### config.mk
export PLATFORM = sky130hd
export DESIGN_NAME = ahb3lite_slave_mux
export DESIGN_NICKNAME = d
export VERILOG_FILES = /design/src/rtl/ahb3lite_pkg.sv /design/src/rtl/ahb3lite_default_slave.sv /design/src/rtl/ahb3lite_slave_mux.sv
export SDC_FILE = /design/constraint.sdc
export NUM_CORES = 1
export LEC_CHECK = 0
export CORE_MARGIN = 5
export CORE_UTILIZATION = 41
export CTS_CLUSTER_DIAMETER = 100
export DETAILED_ROUTE_END_ITERATION = 10
export GPL_TIMING_DRIVEN = 0
export HOLD_SLACK_MARGIN = 0.08
export PLACE_DENSITY = 0.87
export SETUP_SLACK_MARGIN = 0.15
export SYNTH_ARGS = -nofsm -noshare
export SYNTH_HDL_FRONTEND = slang
export SYNTH_HIERARCHICAL = 1
export SYNTH_SLANG_ARGS = --single-unit
### constraint.sdc
create_clock -name CLK -period 7.25 [get_ports CLK]
set_input_delay 0.725 -clock CLK [delete_from_list [all_inputs] [get_ports CLK]]
set_output_delay 0.725 -clock CLK [all_outputs]
set_load 0.02 [all_outputs]
### src/rtl/ahb3lite_pkg.sv
// Shared AHB3-lite encodings plus the data-phase select and default-slave state types
// used by the slave multiplexer.
package ahb3lite_pkg;

  localparam logic [1:0] HTRANS_IDLE   = 2'b00;
  localparam logic [1:0] HTRANS_BUSY   = 2'b01;
  localparam logic [1:0] HTRANS_NONSEQ = 2'b10;
  localparam logic [1:0] HTRANS_SEQ    = 2'b11;

  localparam logic HRESP_OKAY  = 1'b0;
  localparam logic HRESP_ERROR = 1'b1;

  localparam logic [31:0] DEF_RDATA_DEFAULT = 32'hDEAD_BEEF;

  // Who owns the current data phase; the slave index is held alongside.
  typedef enum logic [1:0] {
    DSEL_IDLE = 2'd0,
    DSEL_SLV  = 2'd1,
    DSEL_DEF  = 2'd2
  } dsel_t;

  typedef enum logic [1:0] {
    DEF_IDLE = 2'd0,
    DEF_ERR1 = 2'd1,
    DEF_ERR2 = 2'd2
  } def_state_t;

endpackage

### src/rtl/ahb3lite_default_slave.sv
// Default slave for unmapped addresses: answers every accepted transfer with the
// two-cycle AHB ERROR response, back-to-back capable.
module ahb3lite_default_slave
  import ahb3lite_pkg::*;
#(
  parameter logic [31:0] RDATA = DEF_RDATA_DEFAULT
) (
  input  logic        clk_i,
  input  logic        rst_ni,
  input  logic        sel_i,
  input  logic        hready_i,
  output logic        hreadyout_o,
  output logic        hresp_o,
  output logic [31:0] hrdata_o
);

  def_state_t  state_q;
  logic        hreadyout_q;
  logic        hresp_q;
  logic [31:0] hrdata_q;

  always_ff @(posedge clk_i or negedge rst_ni) begin
    if (!rst_ni) begin
      state_q     <= DEF_IDLE;
      hreadyout_q <= 1'b1;
      hresp_q     <= HRESP_OKAY;
      hrdata_q    <= '0;
    end else begin
      case (state_q)
        DEF_ERR1: begin
          state_q     <= DEF_ERR2;
          hreadyout_q <= 1'b1;
        end
        // IDLE and ERR2 both accept a new unmapped transfer when the bus is ready.
        default: begin
          if (hready_i && sel_i) begin
            state_q     <= DEF_ERR1;
            hreadyout_q <= 1'b0;
            hresp_q     <= HRESP_ERROR;
            hrdata_q    <= RDATA;
          end else begin
            state_q     <= DEF_IDLE;
            hreadyout_q <= 1'b1;
            hresp_q     <= HRESP_OKAY;
            hrdata_q    <= '0;
          end
        end
      endcase
    end
  end

  assign hreadyout_o = hreadyout_q;
  assign hresp_o     = hresp_q;
  assign hrdata_o    = hrdata_q;

endmodule

### src/rtl/ahb3lite_slave_mux.sv
// N-way AHB3-lite decoder and response mux with table-driven base/mask decode,
// built-in error slave, stall watchdog and saturating error counter.
module ahb3lite_slave_mux
  import ahb3lite_pkg::*;
#(
  parameter int unsigned        NSLV      = 2,
  parameter logic [NSLV*32-1:0] SLV_BASE  = {32'hF000_0000, 32'h0000_0000},
  parameter logic [NSLV*32-1:0] SLV_MASK  = {32'hF000_0000, 32'h0000_0000},
  parameter logic [31:0]        DEF_RDATA = DEF_RDATA_DEFAULT,
  parameter int unsigned        TO_WIDTH  = 16,
  parameter int unsigned        ERR_WIDTH = 8
) (
  input  logic                 CLK,
  input  logic                 RESETn,
  input  logic [31:0]          M_HADDR,
  input  logic [1:0]           M_HTRANS,
  output logic                 M_HREADY,
  output logic                 M_HRESP,
  output logic [31:0]          M_HRDATA,
  output logic [NSLV-1:0]      S_HSEL,
  input  logic [NSLV-1:0]      S_HREADYOUT,
  input  logic [NSLV-1:0]      S_HRESP,
  input  logic [NSLV*32-1:0]   S_HRDATA,
  input  logic [TO_WIDTH-1:0]  TO_CYCLES,
  input  logic                 STAT_CLR,
  output logic                 TIMEOUT,
  output logic [2:0]           TO_IDX,
  output logic [ERR_WIDTH-1:0] ERR_CNT
);

  localparam int unsigned IDXW = (NSLV > 1) ? $clog2(NSLV) : 1;

  logic            active;
  logic [NSLV-1:0] hit;
  logic            win_hit;
  logic [IDXW-1:0] win_idx;

  assign active = (M_HTRANS == HTRANS_NONSEQ) || (M_HTRANS == HTRANS_SEQ);

  for (genvar gi = 0; gi < NSLV; gi++) begin : g_hit
    assign hit[gi] = active && ((M_HADDR & SLV_MASK[gi*32 +: 32]) == SLV_BASE[gi*32 +: 32]);
  end

  // Isolating the lowest set bit gives lowest-index priority directly.
  assign S_HSEL  = hit & (~hit + NSLV'(1));
  assign win_hit = |hit;

  always_comb begin
    win_idx = '0;
    for (int i = NSLV - 1; i >= 0; i--) begin
      if (hit[i]) win_idx = IDXW'(i);
    end
  end

  dsel_t           dsel_q, dsel_d;
  logic [IDXW-1:0] dsel_idx_q, dsel_idx_d;

  always_comb begin
    dsel_d     = dsel_q;
    dsel_idx_d = dsel_idx_q;
    if (M_HREADY) begin
      if (!active) begin
        dsel_d     = DSEL_IDLE;
        dsel_idx_d = '0;
      end else if (win_hit) begin
        dsel_d     = DSEL_SLV;
        dsel_idx_d = win_idx;
      end else begin
        dsel_d     = DSEL_DEF;
        dsel_idx_d = '0;
      end
    end
  end

  always_ff @(posedge CLK or negedge RESETn) begin
    if (!RESETn) begin
      dsel_q     <= DSEL_IDLE;
      dsel_idx_q <= '0;
    end else begin
      dsel_q     <= dsel_d;
      dsel_idx_q <= dsel_idx_d;
    end
  end

  logic        def_hreadyout;
  logic        def_hresp;
  logic [31:0] def_hrdata;

  ahb3lite_default_slave #(
    .RDATA (DEF_RDATA)
  ) u_def_slave (
    .clk_i       (CLK),
    .rst_ni      (RESETn),
    .sel_i       (active && !win_hit),
    .hready_i    (M_HREADY),
    .hreadyout_o (def_hreadyout),
    .hresp_o     (def_hresp),
    .hrdata_o    (def_hrdata)
  );

  always_comb begin
    M_HREADY = 1'b1;
    M_HRESP  = HRESP_OKAY;
    M_HRDATA = '0;
    case (dsel_q)
      DSEL_SLV: begin
        for (int i = 0; i < NSLV; i++) begin
          if (dsel_idx_q == IDXW'(i)) begin
            M_HREADY = S_HREADYOUT[i];
            M_HRESP  = S_HRESP[i];
            M_HRDATA = S_HRDATA[i*32 +: 32];
          end
        end
      end
      DSEL_DEF: begin
        M_HREADY = def_hreadyout;
        M_HRESP  = def_hresp;
        M_HRDATA = def_hrdata;
      end
      default: ;
    endcase
  end

  // Watchdog only observes; it never feeds back into the bus path.
  logic                stall;
  logic                to_hit;
  logic [TO_WIDTH-1:0] wd_cnt_q, wd_cnt_d;

  assign stall = (dsel_q == DSEL_SLV) && !M_HREADY;

  always_comb begin
    wd_cnt_d = wd_cnt_q;
    if (M_HREADY) begin
      wd_cnt_d = '0;
    end else if (stall) begin
      if (!((TO_CYCLES != '0) && (wd_cnt_q == TO_CYCLES)) && (wd_cnt_q != '1)) begin
        wd_cnt_d = wd_cnt_q + TO_WIDTH'(1);
      end
    end
  end

  assign to_hit = stall && (TO_CYCLES != '0) && (wd_cnt_d == TO_CYCLES);

  logic                 timeout_q;
  logic [2:0]           to_idx_q;
  logic [ERR_WIDTH-1:0] err_cnt_q;

  always_ff @(posedge CLK or negedge RESETn) begin
    if (!RESETn) begin
      wd_cnt_q  <= '0;
      timeout_q <= 1'b0;
      to_idx_q  <= '0;
      err_cnt_q <= '0;
    end else begin
      wd_cnt_q <= wd_cnt_d;
      if (STAT_CLR) begin
        timeout_q <= 1'b0;
        to_idx_q  <= '0;
        err_cnt_q <= '0;
      end else begin
        if (to_hit && !timeout_q) begin
          timeout_q <= 1'b1;
          to_idx_q  <= 3'(dsel_idx_q);
        end
        if (M_HREADY && M_HRESP && (err_cnt_q != '1)) begin
          err_cnt_q <= err_cnt_q + ERR_WIDTH'(1);
        end
      end
    end
  end

  assign TIMEOUT = timeout_q;
  assign TO_IDX  = to_idx_q;
  assign ERR_CNT = err_cnt_q;

endmodule

==> summary.md <==
| Metric | Value |
|---|---|
| First-pass DRT Iterations | `4` |
| Drt total wl | `8480 um` |
| Vias per cell | `5.43` |
| Slew @ Worst Pin | `791 ps` |
| Crit end category | `output pin` |
| Period utilization | `50.7%` |
| Iter 0 DRT Violations | `121` |
| CTS tree | `yes` |
| Leak | `0.00161 uW` |
| Layout Utilization | `59.8%` |
| Dpl ws | `3410 ps` |
| Yosys warnings | `6` |
| Diode count | `0` |
| Critical Path AT | `2950 ps` |
| Final setup viols | `0` |
| Layout cell share with drive strength beyond 1 | `12.7%` |
| Most frequent cells in the layout | `clkdlybuf4s50_1, nor2_1, buf_4, a22oi_1, dfrtp_1` |
| Worst-skew pair later-pin latency | `290 ps` |
| Critical path cell sequence | `clkdlybuf4s50_1, a221oi_2, inv_2, clkbuf_1, clkdlybuf4s50_1` |
| Antenna Nets Post-Route | `0` |
| Hold_buf cts | `0` |
| First-pass GRT wire length | `13200 um` |
| Critical-path maximum fanout | `12` |
| Gate count after technology mapping | `347` |
| Max Clk Rate | `0.272 GHz` |
| Fin worst setup slack | `3570 ps` |
| Most common cell after layout, fill and taps aside | `clkdlybuf4s50_1` |
| Die area | `8580 um2` |
| Max-cap violations | `0` |
| Kind of critical path | `primary input to output pin` |
| Clock transition at path regs | `70 ps` |
| Die W | `92.6 um` |
| Most used cell, CP | `clkdlybuf4s50_1` |
| Pins over their slew limit | `0` |
| Distinct cells, synth | `48` |
| Element type at the critical path start | `primary input` |
| Clk buf depth | `2` |
| Area delta synth->final | `43.5%` |
| Worst min-delay path class | `primary input to asynchronous set/reset pin` |
| Post-CTS Setup Inserts | `0` |
| Root buffer cell | `clkbuf_8` |
| Sink Count | `31` |
| Mapped Area | `2800 um2` |
| Worst Skew | `8.27 ps` |
| Min Tclk post-route | `3680 ps` |
| Cell at the slowest stage of the critical path | `clkdlybuf4s50_1` |
| Chip Height | `92.6 um` |
| Total grt overflow | `0` |
| Initial antenna violation count | `0` |
| Status | `finished clean` |
| # nets final | `587` |
| Power per standard cell area | `230 nW/um2` |
| Wire per inst | `15.6 um` |
| Worst path required time | `6520 ps` |
| Starting density of the core | `41.7%` |
| Number of I/O port buffers | `96` |
| Setup TNS | `0 ps` |
| Pin count of the biggest net entering global routing | `32` |
| Core Area | `6720 um2` |
| Sequential share of the synthesized area | `27.7%` |
| Hpwl dp | `6570 um` |
| Hold Violations, Final | `0` |
| Worst path bufs/invs | `4` |
| Syn Area/Cell | `8.07 um2` |
| Slowest stage delay, CP | `640 ps` |
| R2R depth | `12` |
| Vias in the first global route | `2770` |
| DRC viols | `0` |
| GRT Overall Usage | `18.8%` |
| CTS Buf Count | `5` |
| GPL Wtd Cong | `0.892` |
| Asr flop ratio synth | `100%` |
| H-tree depth | `2` |
| Vias post-DR | `2947` |
| EDFF count, synth | `0` |
| Top delay family on crit path | `buffers and inverters` |
| Slew headroom | `47.3%` |
| Post-CTS sizing | `0` |
| VDD IR max | `0.139 mV` |
| Num rows | `30` |
| Seq cells post-synth | `31` |
| Total I/O pin count | `169` |
| RSZ-0062 raised after global routing | `false` |
| Path length in cells of the critical path | `5` |
| Total power | `926 uW` |
| Prevailing post-synth register cell | `dfrtp_1` |
per-stage QoR:
stage                     hold WS [ps]  area (um2)  cells
after floorplan                    429        2850    359
after global placement             500        3910    535
after detailed placement           507        3900    535
after CTS                          502        4020    543
after global routing               530        4020    543
final                              478        4020    543
cells by family (layout without fill, tap and decap cells):
kind of cell	count (synthesis)	after routing	share of synthesized area [%]
AND/OR/NAND/NOR	124	124	22.6
flip-flops	31	31	27.7
buffers and inverters	69	173	14.4
other	2	14	0.268
adder cells (fa/ha/maj)	4	4	1.79
multiplexers	8	8	2.86
AO/OA/AOI/OAI	72	72	18.8
XOR/XNOR	37	37	11.6
registers in the layout, indices dropped and copies added, names as in the netlist:
register and flops:
dsel_q 2, TIMEOUT 1, u_def_slave/hrdata_o 1, wd_cnt_q 16
ERR_CNT 8, u_def_slave/state_q 2, u_def_slave/hreadyout_o 1
cell type report:
cell class / instances / area [um2]
Buffer: 57 / 359
Clock buffer: 6 / 82.6
Clock inverter: 2 / 35.0
Fill cell: 583 / 2700
Inverter: 12 / 45.0
Multi-Input combinational cell: 259 / 1660
Sequential cell: 31 / 777
Tap cell: 80 / 100
Timing Repair Buffer: 96 / 956
path summary, 6_finish.rpt:
| check | from | to | slack [ps] |
|---|---|---|---|
| max in group asynchronous | RESETn | wd_cnt_q[0] | 6310 |
| min reg2reg | u_def_slave/state_q[0] | u_def_slave/state_q[1] | 520 |
| min | RESETn | ERR_CNT[6] | 480 |
| min in group CLK | u_def_slave/state_q[0] | u_def_slave/state_q[1] | 520 |
| max reg2reg | dsel_q[0] | TIMEOUT | 3920 |
| max | S_HREADYOUT[0] | M_HREADY | 3570 |
Yosys cell counts, drive strengths merged, types with 5 or more instances:
library cell | count | area share, %
nor2 | 45 | 6.0
buf | 41 | 11
a22oi | 33 | 8.8
dfrtp | 30 | 27
xnor2 | 28 | 8.8
nand2 | 20 | 2.7
clkbuf | 16 | 2.2
nand4 | 14 | 3.1
inv | 12 | 1.6
a21oi | 11 | 2.1
nand3 | 9 | 1.6
or3 | 9 | 2.0
xor2 | 9 | 2.8
mux2i | 8 | 2.9
o21ai | 7 | 1.3
a211oi | 5 | 1.5
nor4 | 5 | 1.1
metal layers:
| metal | global-route usage (%) | vias up | part of all wire, % |
|---|---|---|---|
| li1 | - | 1416 | - |
| met1 | 23.1 | 1394 | 42 |
| met2 | 33.5 | 128 | 49 |
| met3 | 3.82 | 9 | 8.0 |
| met4 | 4.27 | 0 | 0.94 |
| met5 | 0 | - | 0 |
report_power, final:
group          switching (uW)  total (uW)  internal, uW
Clock                    69.8         181           111
Combinational             272         529           257
Sequential               28.3         216           188
No activity file was read; power rests on OpenSTA's default activity.
